$ cat config.mk
export PLATFORM = sky130hd
export DESIGN_NAME = seq_detector_param_flat
export DESIGN_NICKNAME = d
export VERILOG_FILES = /design/src/rtl/seq_detector_param_if.sv /design/src/rtl/seq_detector_param.sv /design/src/flat_wrapper.sv
export SDC_FILE = /design/constraint.sdc
export NUM_CORES = 1
export LEC_CHECK = 0
export BUFFER_PORTS_ARGS = -buffer_cell sky130_fd_sc_hd__buf_4
export CAP_MARGIN = 20
export CORE_ASPECT_RATIO = 0.6
export CORE_MARGIN = 2
export CORE_UTILIZATION = 42
export CTS_CLUSTER_DIAMETER = 60
export CTS_CLUSTER_SIZE = 40
export DETAILED_ROUTE_END_ITERATION = 16
export GPL_TIMING_DRIVEN = 0
export PLACE_DENSITY_LB_ADDON = 0.05
export SETUP_SLACK_MARGIN = 0.1
export SYNTH_ARGS = -nofsm -noshare
export SYNTH_HDL_FRONTEND = slang
export SYNTH_SLANG_ARGS = --single-unit
$ cat constraint.sdc
create_clock -name clk -period 5.3 [get_ports clk]
set_input_delay 1.06 -clock clk [delete_from_list [all_inputs] [get_ports clk]]
set_output_delay 1.06 -clock clk [all_outputs]
set_load 0.01 [all_outputs]
$ cat src/rtl/seq_detector_param_if.sv
// Bundles the serial data, configuration and result signals of seq_detector_param.
// The master modport drives bits and configuration; the slave modport is the detector.
interface seq_detector_param_if #(
    parameter int MAX_LEN = 8,
    parameter int CNT_W   = 16
);
    localparam int LEN_W = $clog2(MAX_LEN + 1);

    logic               din_valid;
    logic               din;
    logic               cfg_we;
    logic [MAX_LEN-1:0] cfg_pattern;
    logic [LEN_W-1:0]   cfg_len;
    logic               cfg_overlap;
    logic               dout;
    logic               cfg_err;
    logic [CNT_W-1:0]   match_cnt;

    modport master (
        output din_valid, din, cfg_we, cfg_pattern, cfg_len, cfg_overlap,
        input  dout, cfg_err, match_cnt
    );

    modport slave (
        input  din_valid, din, cfg_we, cfg_pattern, cfg_len, cfg_overlap,
        output dout, cfg_err, match_cnt
    );
endinterface

$ cat src/rtl/seq_detector_param.sv
// Programmable serial pattern detector (Moore). The first-received bit of the pattern
// is pattern[len-1], the last is pattern[0]. dout is a registered one-cycle pulse.
// Optional match counter: define SEQ_DETECTOR_MATCH_CNT_EN to build it; otherwise
// match_cnt is tied to 0.
module seq_detector_param #(
    parameter int                 MAX_LEN         = 8,
    parameter logic [MAX_LEN-1:0] DEFAULT_PATTERN = MAX_LEN'(8'b0000_1101),
    parameter int                 DEFAULT_LEN     = 4,
    parameter int                 CNT_W           = 16
) (
    input logic                 clk,
    input logic                 clr,
    seq_detector_param_if.slave bus
);
    localparam int LEN_W = $clog2(MAX_LEN + 1);

    typedef enum logic [1:0] {FILL, ARMED, MATCH} state_t;

    state_t             state;
    state_t             state_next;
    logic [MAX_LEN-1:0] history;
    logic [MAX_LEN-1:0] history_shift;
    logic [MAX_LEN-1:0] pattern;
    logic [MAX_LEN-1:0] mask;
    logic [LEN_W-1:0]   fill;
    logic [LEN_W-1:0]   fill_inc;
    logic [LEN_W-1:0]   fill_next;
    logic [LEN_W-1:0]   len;
    logic               overlap;
    logic               cfg_err;
    logic               cfg_ok;
    logic               cfg_accept;
    logic               bit_take;
    logic               hit;
    logic               match_edge;

    // Match detection: compare the low len bits of the would-be history against the pattern.
    always_comb begin
        mask = '0;
        for (int i = 0; i < MAX_LEN; i++) begin
            mask[i] = (i < int'(len));
        end
        history_shift = {history[MAX_LEN-2:0], bus.din};
        cfg_ok        = (bus.cfg_len != '0) && (bus.cfg_len <= LEN_W'(MAX_LEN));
        cfg_accept    = bus.cfg_we && cfg_ok;
        bit_take      = bus.din_valid && !cfg_accept;
        hit           = (({1'b0, fill} + (LEN_W+1)'(1)) >= {1'b0, len}) &&
                        ((history_shift & mask) == (pattern & mask));
        match_edge    = bit_take && hit;
        fill_inc      = (fill == LEN_W'(MAX_LEN)) ? fill : fill + LEN_W'(1);
    end

    // Next fill level and next FSM state; a fresh match always lands in MATCH for one cycle.
    always_comb begin
        fill_next  = fill;
        state_next = state;
        if (cfg_accept) begin
            fill_next = '0;
        end else if (bit_take) begin
            fill_next = (match_edge && !overlap) ? '0 : fill_inc;
        end
        state_next = (fill_next >= len) ? ARMED : FILL;
        if (match_edge) begin
            state_next = MATCH;
        end
    end

    // State, history, configuration and error-pulse registers.
    always_ff @(posedge clk or negedge clr) begin
        if (!clr) begin
            state   <= FILL;
            history <= '0;
            fill    <= '0;
            pattern <= DEFAULT_PATTERN;
            len     <= LEN_W'(DEFAULT_LEN);
            overlap <= 1'b1;
            cfg_err <= 1'b0;
        end else begin
            state   <= state_next;
            fill    <= fill_next;
            cfg_err <= bus.cfg_we && !cfg_ok;
            if (cfg_accept) begin
                history <= '0;
                pattern <= bus.cfg_pattern;
                len     <= bus.cfg_len;
                overlap <= bus.cfg_overlap;
            end else if (bit_take) begin
                history <= history_shift;
            end
        end
    end

`ifdef SEQ_DETECTOR_MATCH_CNT_EN
    logic [CNT_W-1:0] match_cnt;

    // Saturating match counter; survives config writes, cleared only by reset.
    always_ff @(posedge clk or negedge clr) begin
        if (!clr) begin
            match_cnt <= '0;
        end else if (match_edge && (match_cnt != {CNT_W{1'b1}})) begin
            match_cnt <= match_cnt + CNT_W'(1);
        end
    end

    assign bus.match_cnt = match_cnt;
`else
    assign bus.match_cnt = '0;
`endif

    assign bus.dout    = (state == MATCH);
    assign bus.cfg_err = cfg_err;

endmodule

$ cat src/flat_wrapper.sv
// flat-port wrapper written by rule: the top's interface ports become plain ports
module seq_detector_param_flat 
#(
    parameter int                 MAX_LEN         = 8,
    parameter logic [MAX_LEN-1:0] DEFAULT_PATTERN = MAX_LEN'(8'b0000_1101),
    parameter int                 DEFAULT_LEN     = 4,
    parameter int                 CNT_W           = 16
)
  (clk, clr, bus_din_valid, bus_din, bus_cfg_we, bus_cfg_pattern, bus_cfg_len, bus_cfg_overlap, bus_dout, bus_cfg_err, bus_match_cnt);
  seq_detector_param_if #(.MAX_LEN(MAX_LEN), .CNT_W(CNT_W)) bus_i ();
  input logic clk;
  input logic clr;
  input wire logic [$bits(bus_i.din_valid)-1:0] bus_din_valid;
  input wire logic [$bits(bus_i.din)-1:0] bus_din;
  input wire logic [$bits(bus_i.cfg_we)-1:0] bus_cfg_we;
  input wire logic [$bits(bus_i.cfg_pattern)-1:0] bus_cfg_pattern;
  input wire logic [$bits(bus_i.cfg_len)-1:0] bus_cfg_len;
  input wire logic [$bits(bus_i.cfg_overlap)-1:0] bus_cfg_overlap;
  output wire logic [$bits(bus_i.dout)-1:0] bus_dout;
  output wire logic [$bits(bus_i.cfg_err)-1:0] bus_cfg_err;
  output wire logic [$bits(bus_i.match_cnt)-1:0] bus_match_cnt;
  assign bus_i.din_valid = bus_din_valid;
  assign bus_i.din = bus_din;
  assign bus_i.cfg_we = bus_cfg_we;
  assign bus_i.cfg_pattern = bus_cfg_pattern;
  assign bus_i.cfg_len = bus_cfg_len;
  assign bus_i.cfg_overlap = bus_cfg_overlap;
  assign bus_dout = bus_i.dout;
  assign bus_cfg_err = bus_i.cfg_err;
  assign bus_match_cnt = bus_i.match_cnt;
  seq_detector_param #(.MAX_LEN(MAX_LEN), .DEFAULT_PATTERN(DEFAULT_PATTERN), .DEFAULT_LEN(DEFAULT_LEN), .CNT_W(CNT_W)) u_core (.clk(clk), .clr(clr), .bus(bus_i));
endmodule
==> out/qor.csv, run 1 <==
metric;value;unit
critical path startpoint category;input port;
Period minus WS final;2920;ps
CP dominant cell by count;a21o_1;
Yosys cell types;38;
met1 Use GR;0.237;
setup clock skew after layout;3.53;ps
met2 usage;0.242;
CP Cell Sequence;buf_4, nor3_2, xnor2_1, nand2_1, buf_2, nand3_1, ha_1, nand2b_1, a21o_1, a21o_1, a21oi_1, nor2_1;
Post-synth ARST share;1.00;
Fin Setup TNS;0;ps
global route total overflow;0;
Hold Path Sink;u_core.overlap;
post-synthesis sequential area ratio;0.420;
post-synthesis compound-gate area fraction;0.0747;
Post-Synth Simple-Gate Area;0.202;
Buffers & Inverters on Critical Path;2;
most area-hungry cell type in the Yosys netlist;dfrtp_1;
top_reg_cell synth;dfrtp_1;
Mean Syn Cell Area;9.55;um^2
initial antenna violation count;0;
GRT Resource Usage Total;0.161;
Peak VDD IR;145;uV
R2R depth;13;
Synth area leaders;dfrtp_1 34%, dfstp_2 8.1%, nand2_1 7.9%;
vias in the first global route;1171;
crit-path max cell delay;280;ps
vias per std cell;4.67;
Starting Density;0.441;
via count;1191;
I/O Pins;36;
Hold WC Path Type;reg -> reg;
total core area;0.00368;mm^2
DR iter-0 viols;70;
share of the synthesized area in the top cell type;0.339;
status;finished, final reports clean;
wirelength, routed;3220;um
Post-CTS Resized;0;
fin crit share;0.550;
launching point of the worst reg2reg path;u_core.fill[0];
critical path class;in -> reg;
leakage;0.994;nW
PwrDens;325;mW/mm^2
# setup viols final;0;
Worst path slowest cell;buf_2;
critical path's top delay family;simple AND/OR/NAND/NOR gates;
Die ar.;0.00440;mm^2
Placer Congestion;0.855;
Clock Sinks;27;
fin nets;237;
Slew Viols, Final;0;
Reg clk slew, reported paths;90;ps
Top Usage Layer GRT;met2;
Layout Cells excl Fill;255;
post-synthesis cell area;0.00162;mm^2
CTS tree;done;
YS warnings;0;
area share of fa/ha/maj cells after synthesis;0.0770;
share of cells above drive strength 1;0.255;
Buffers on Ports;19;
Layout area overhead;18.6;%
total CTS buffers;3;
worst hold start;u_core.overlap;
H-tree Lvls;1;
critical path endpoint category;register;
Arr. time, crit path;3080;ps
Cell Rows;17;
Post-synth EDFFs;0;
pin count of the biggest net entering global routing;28;
setup bufs post-CTS;0;
CP Max Fanout;10;
largest family of logic cells by synthesized area;simple AND/OR/NAND/NOR gates;
TritonRoute pass-1 iters;4;
Maximum Capacitance Violations;0;
Gate Count Post-Synth;170;
# diodes;0;
mux share of post-synthesis cell area;0.0501;
Post-CTS Hold Fix Bufs;0;
clk buf depth;2;
fmax;343;MHz
RSZ-0062 raised after global routing;no;
Worst Path Required;5460;ps
hold path depth;2;
drt wl/cell;12.6;um
flops & latches, synth;27;
Final Hold Fails;0;
Routed Antenna Nets;0;
Post-Place Cells;251;
clk_lat worst skew;270;ps
R2R Path End;u_core.state[0];
DRC viols;0;
met3 usage;0.0476;
clock root buffer;clkbuf_8;
first-pass GRT wire length;5480;um
DP HPWL;2520;um
area share of xor/xnor cells in the synthesized design;0.0701;
FF-to-FF setup slack;2480;ps
Die Y;52.2;um
most frequent cells after synthesis;34 x nand2_1, 22 x dfrtp_1, 16 x buf_4, 12 x xnor2_1, 10 x ha_1;
Die X;84.3;um
count leader, synth;nand2_1;
worst register-to-register path: stages (launching register included):
cell and delay [ps]:
dfrtp_1 460, ha_1 290, xor2_1 160, ha_1 280, o21ai_0 80, o21ai_1 190, nand4b_2 200, nand3_1 130
ha_1 220, nand2b_1 140, a21o_1 200, a21o_1 180, a21oi_1 130, nor2_1 60
cells by family after synthesis:
logic type      Yosys count
fa+ha+maj                10
xor+xnor                 13
buf+inv                  26
other cells               1
flops                    27
compound gates           20
mux                       8
simple gates             65
how the worst max path moves through the flow:
| stage | startpoint | to | slack [ps] | cells after the start |
|---|---|---|---|---|
| floorplan | bus_cfg_len[2] | u_core.state[0] | 2530 | 11 |
| global placement | bus_cfg_len[2] | u_core.state[0] | 2060 | 12 |
| detailed placement | bus_cfg_len[2] | u_core.state[0] | 2050 | 12 |
| CTS | bus_cfg_len[2] | u_core.state[0] | 2340 | 12 |
| global route | bus_cfg_len[2] | u_core.state[0] | 2160 | 12 |
| finish | bus_cfg_len[2] | u_core.state[0] | 2380 | 12 |
metrics by stage:
step	util	hold slack (ps)	power (mW)	instance area [um^2]	setup slack, ps
floorplan	-	436	0.452	1680	2530
global placement	0.511	453	0.508	1880	2060
detailed placement	0.511	459	0.515	1880	2050
CTS	0.524	473	0.634	1930	2340
global route	0.524	510	0.682	1930	2160
finish	0.524	473	0.626	1930	2380
final cells by class:
type,instances,area [um^2]
clock buffers,4,45.0
plain buffers,21,150
repair buffers,19,143
well taps,47,58.8
flip-flops and latches,27,682
fillers,351,1750
inverters,5,18.8
multi-input cells,132,830
metal layers:
layer	share of wire	vias to the layer above
met5	0	-
met4	0	0
met2	0.41	37
met3	0.067	0
met1	0.53	540
li1	-	614
sequential cells by signal, summed over array words and instances (netlist names):
name                cells
u_core.len              4
u_core.overlap          1
u_core.pattern          8
u_core.history          7
u_core.state            2
u_core.fill             4
u_core.bus.cfg_err      1
cell usage in the layout, fill, tap and decap left out, types with 2 or more instances in the layout:
cell type / n
a211oi_1: 2
inv_1: 5
o22ai_1: 3
and3_1: 4
buf_2: 3
ha_1: 10
nand3_1: 2
clkbuf_8: 3
o21ai_0: 2
nor2b_1: 2
a31oi_1: 3
a21o_1: 2
dfrtp_1: 22
o21ai_1: 3
mux2i_1: 7
buf_4: 35
nand2b_1: 3
nor2_1: 9
nand2_1: 34
dfstp_2: 5
conb_1: 16
clkbuf_1: 2
xnor2_1: 12
a21oi_1: 4
power by group:
| part | switching, mW | leakage [nW] | internal [mW] |
|---|---|---|---|
| clock network | 0.0604 | 0.0228 | 0.0538 |
| logic | 0.110 | 0.632 | 0.116 |
| registers | 0.0408 | 0.339 | 0.246 |
No activity file was read; power rests on OpenSTA's default activity.
==> run 2: changes to the inputs <==
clock period = 2.5 ns   (was 5.3 ns; I/O delays follow)
==> out/qor.csv, run 2 (same netlist as run 1, synthesis figures left out) <==
metric;value;unit;change
Buffers on Ports;19;;unchanged
share of cells above drive strength 1;0.369;;+0.114
Slew Viols, Final;0;;unchanged
fin crit share;1.03;;
Cell Rows;17;;unchanged
Placer Congestion;0.876;;+2.4%
CP Cell Sequence;ha_4, xor2_1, ha_1, o21ai_2, o21ai_2, nand4b_4, and3_4, ha_4, a21o_1, a21o_1, a21oi_2, nor2_1;;
critical path endpoint category;register;;
clock root buffer;clkbuf_8;;
Critical Path Start;u_core.fill[0];;
drt wl/cell;13.6;um;+7.4%
H-tree Lvls;1;;unchanged
Maximum Capacitance Violations;0;;unchanged
fmax;387;MHz;
most frequent cells in the layout;43 x buf_4, 34 x nand2_1, 20 x dfrtp_1;;
Arr. time, crit path;2750;ps;-330 ps
Area after DPL;0.00189;mm^2;+0.40%
vias in the first global route;1264;;+7.9%
Buffers & Inverters on Critical Path;0;;-2
RSZ-0062 raised after global routing;yes;;
critical path startpoint category;register;;
DRC viols;0;;unchanged
design area;0.00213;mm^2;+10%
initial antenna violation count;0;;unchanged
Period minus WS final;2590;ps;
critical path class;reg -> reg;;
total core area;0.00368;mm^2;unchanged
DR iter-0 viols;55;;-21%
Die X;84.3;um;unchanged
Layout area overhead;30.9;%;
Post-CTS Hold Fix Bufs;0;;unchanged
vias per std cell;4.81;;+3.1%
Filler cells;319;;-9.1%
I/O Pins;36;;unchanged
Layout Cells excl Fill;264;;+3.5%
Reg clk slew, reported paths;90;ps;about the same
Reg area;684;um^2;+0.37%
Final Hold Fails;0;;unchanged
# diodes;0;;unchanged
final worst setup slack;-85.1;ps;-2470 ps
Clock Sinks;27;;unchanged
commonest non-fill, non-tap cell in the layout;buf_4;;
clk buf depth;2;;unchanged
Worst Path Required;2670;ps;-2790 ps
Peak VDD IR;384;uV;+170%
pin count of the biggest net entering global routing;28;;unchanged
Die Y;52.2;um;unchanged
Top reg by flops;u_core.pattern;;
leakage;1.06;nW;+6.1%
launching point of the worst reg2reg path;u_core.fill[0];;
TritonRoute pass-1 iters;4;;unchanged
clk_lat worst skew;270;ps;about the same
wirelength, routed;3580;um;+11%
total power draw;1.78;mW;+180%
Die ar.;0.00440;mm^2;unchanged
via count;1271;;+6.7%
biggest registers after layout;u_core.pattern x8, u_core.history x7;;
setup clock skew after layout;3.16;ps;-0.368 ps
status;complete, but fails checks;;
global route total overflow;0;;unchanged
Largest register FFs;8;;unchanged
failing checks;setup timing;;
fin nets;246;;+3.8%
Worst path slowest cell;dfrtp_2;;
# setup viols final;1;;+1
crit-path max cell delay;470;ps;+190 ps
CP Max Fanout;5;;-5
Hold WC Path Type;in -> async;;
CTS tree;done;;
DP HPWL;2620;um;+4.2%
FF-to-FF setup slack;-90;ps;-2570 ps
Routed Antenna Nets;0;;unchanged
critical path's top delay family;compound AO/OA/AOI/OAI gates;;
Starting Density;0.441;;unchanged
GRT Resource Usage Total;0.173;;+0.0117
PwrDens;839;mW/mm^2;+160%
pre-CTS WS;-253;ps;-2300 ps
first-pass GRT wire length;5840;um;+6.6%
Multi-input gate area;955;um^2;+15%
total CTS buffers;3;;unchanged
Post-Place Cells;251;;unchanged
run 2: changes by cell type in the layout (fill, tap and decap cells not counted), sizes merged:
cell	delta
buf	+9
run 2: timing repair:
item / CTS / global route
setup endpoints to repair: 1 / 2
pin swaps: 12 / 9
gates resized for setup: 8 / 13
buffers inserted: 12 / 1
hold endpoints to repair: 0 / 0
run 2: per-stage QoR:
step                 util  setup TNS (ps)  hold slack (ps)
global placement    0.513            -224              438
CTS                 0.565            -197              139
floorplan               -               0              204
detailed placement  0.513            -253              441
global route        0.578            -228              134
finish              0.578           -85.1              126
run 2: metal layers:
layer | track usage | routed length (um)
met5 | 0 | 0
met4 | 0.0457 | 32
met3 | 0.0492 | 230
met2 | 0.278 | 1570
met1 | 0.231 | 1750
run 2: path summary, 6_finish.rpt:
check                                     to  cells past startpoint
min in group clk           u_core.pattern[4]                      3
hold reg to reg               u_core.overlap                      2
hold / removal                u_core.fill[0]                      1
setup / recovery             u_core.state[0]                     12
setup reg to reg             u_core.state[0]                     12
max in group asynchronous      u_core.len[2]                      1
run 2: where the power goes:
part | switching, mW | internal [mW] | total [mW]
Combinational | 0.382 | 0.539 | 0.921
Sequential | 0.0929 | 0.524 | 0.616
Clock | 0.131 | 0.114 | 0.245
Total | 0.606 | 1.18 | 1.78
run 2: final cells by class:
class,count,share of cell area
Multi-Input combinational cell,132,0.449
Timing Repair Buffer,28,0.101
Inverter,5,0.00883
Buffer,21,0.0706
Tap cell,47,0.0277
Sequential cell,27,0.322
Clock buffer,4,0.0212
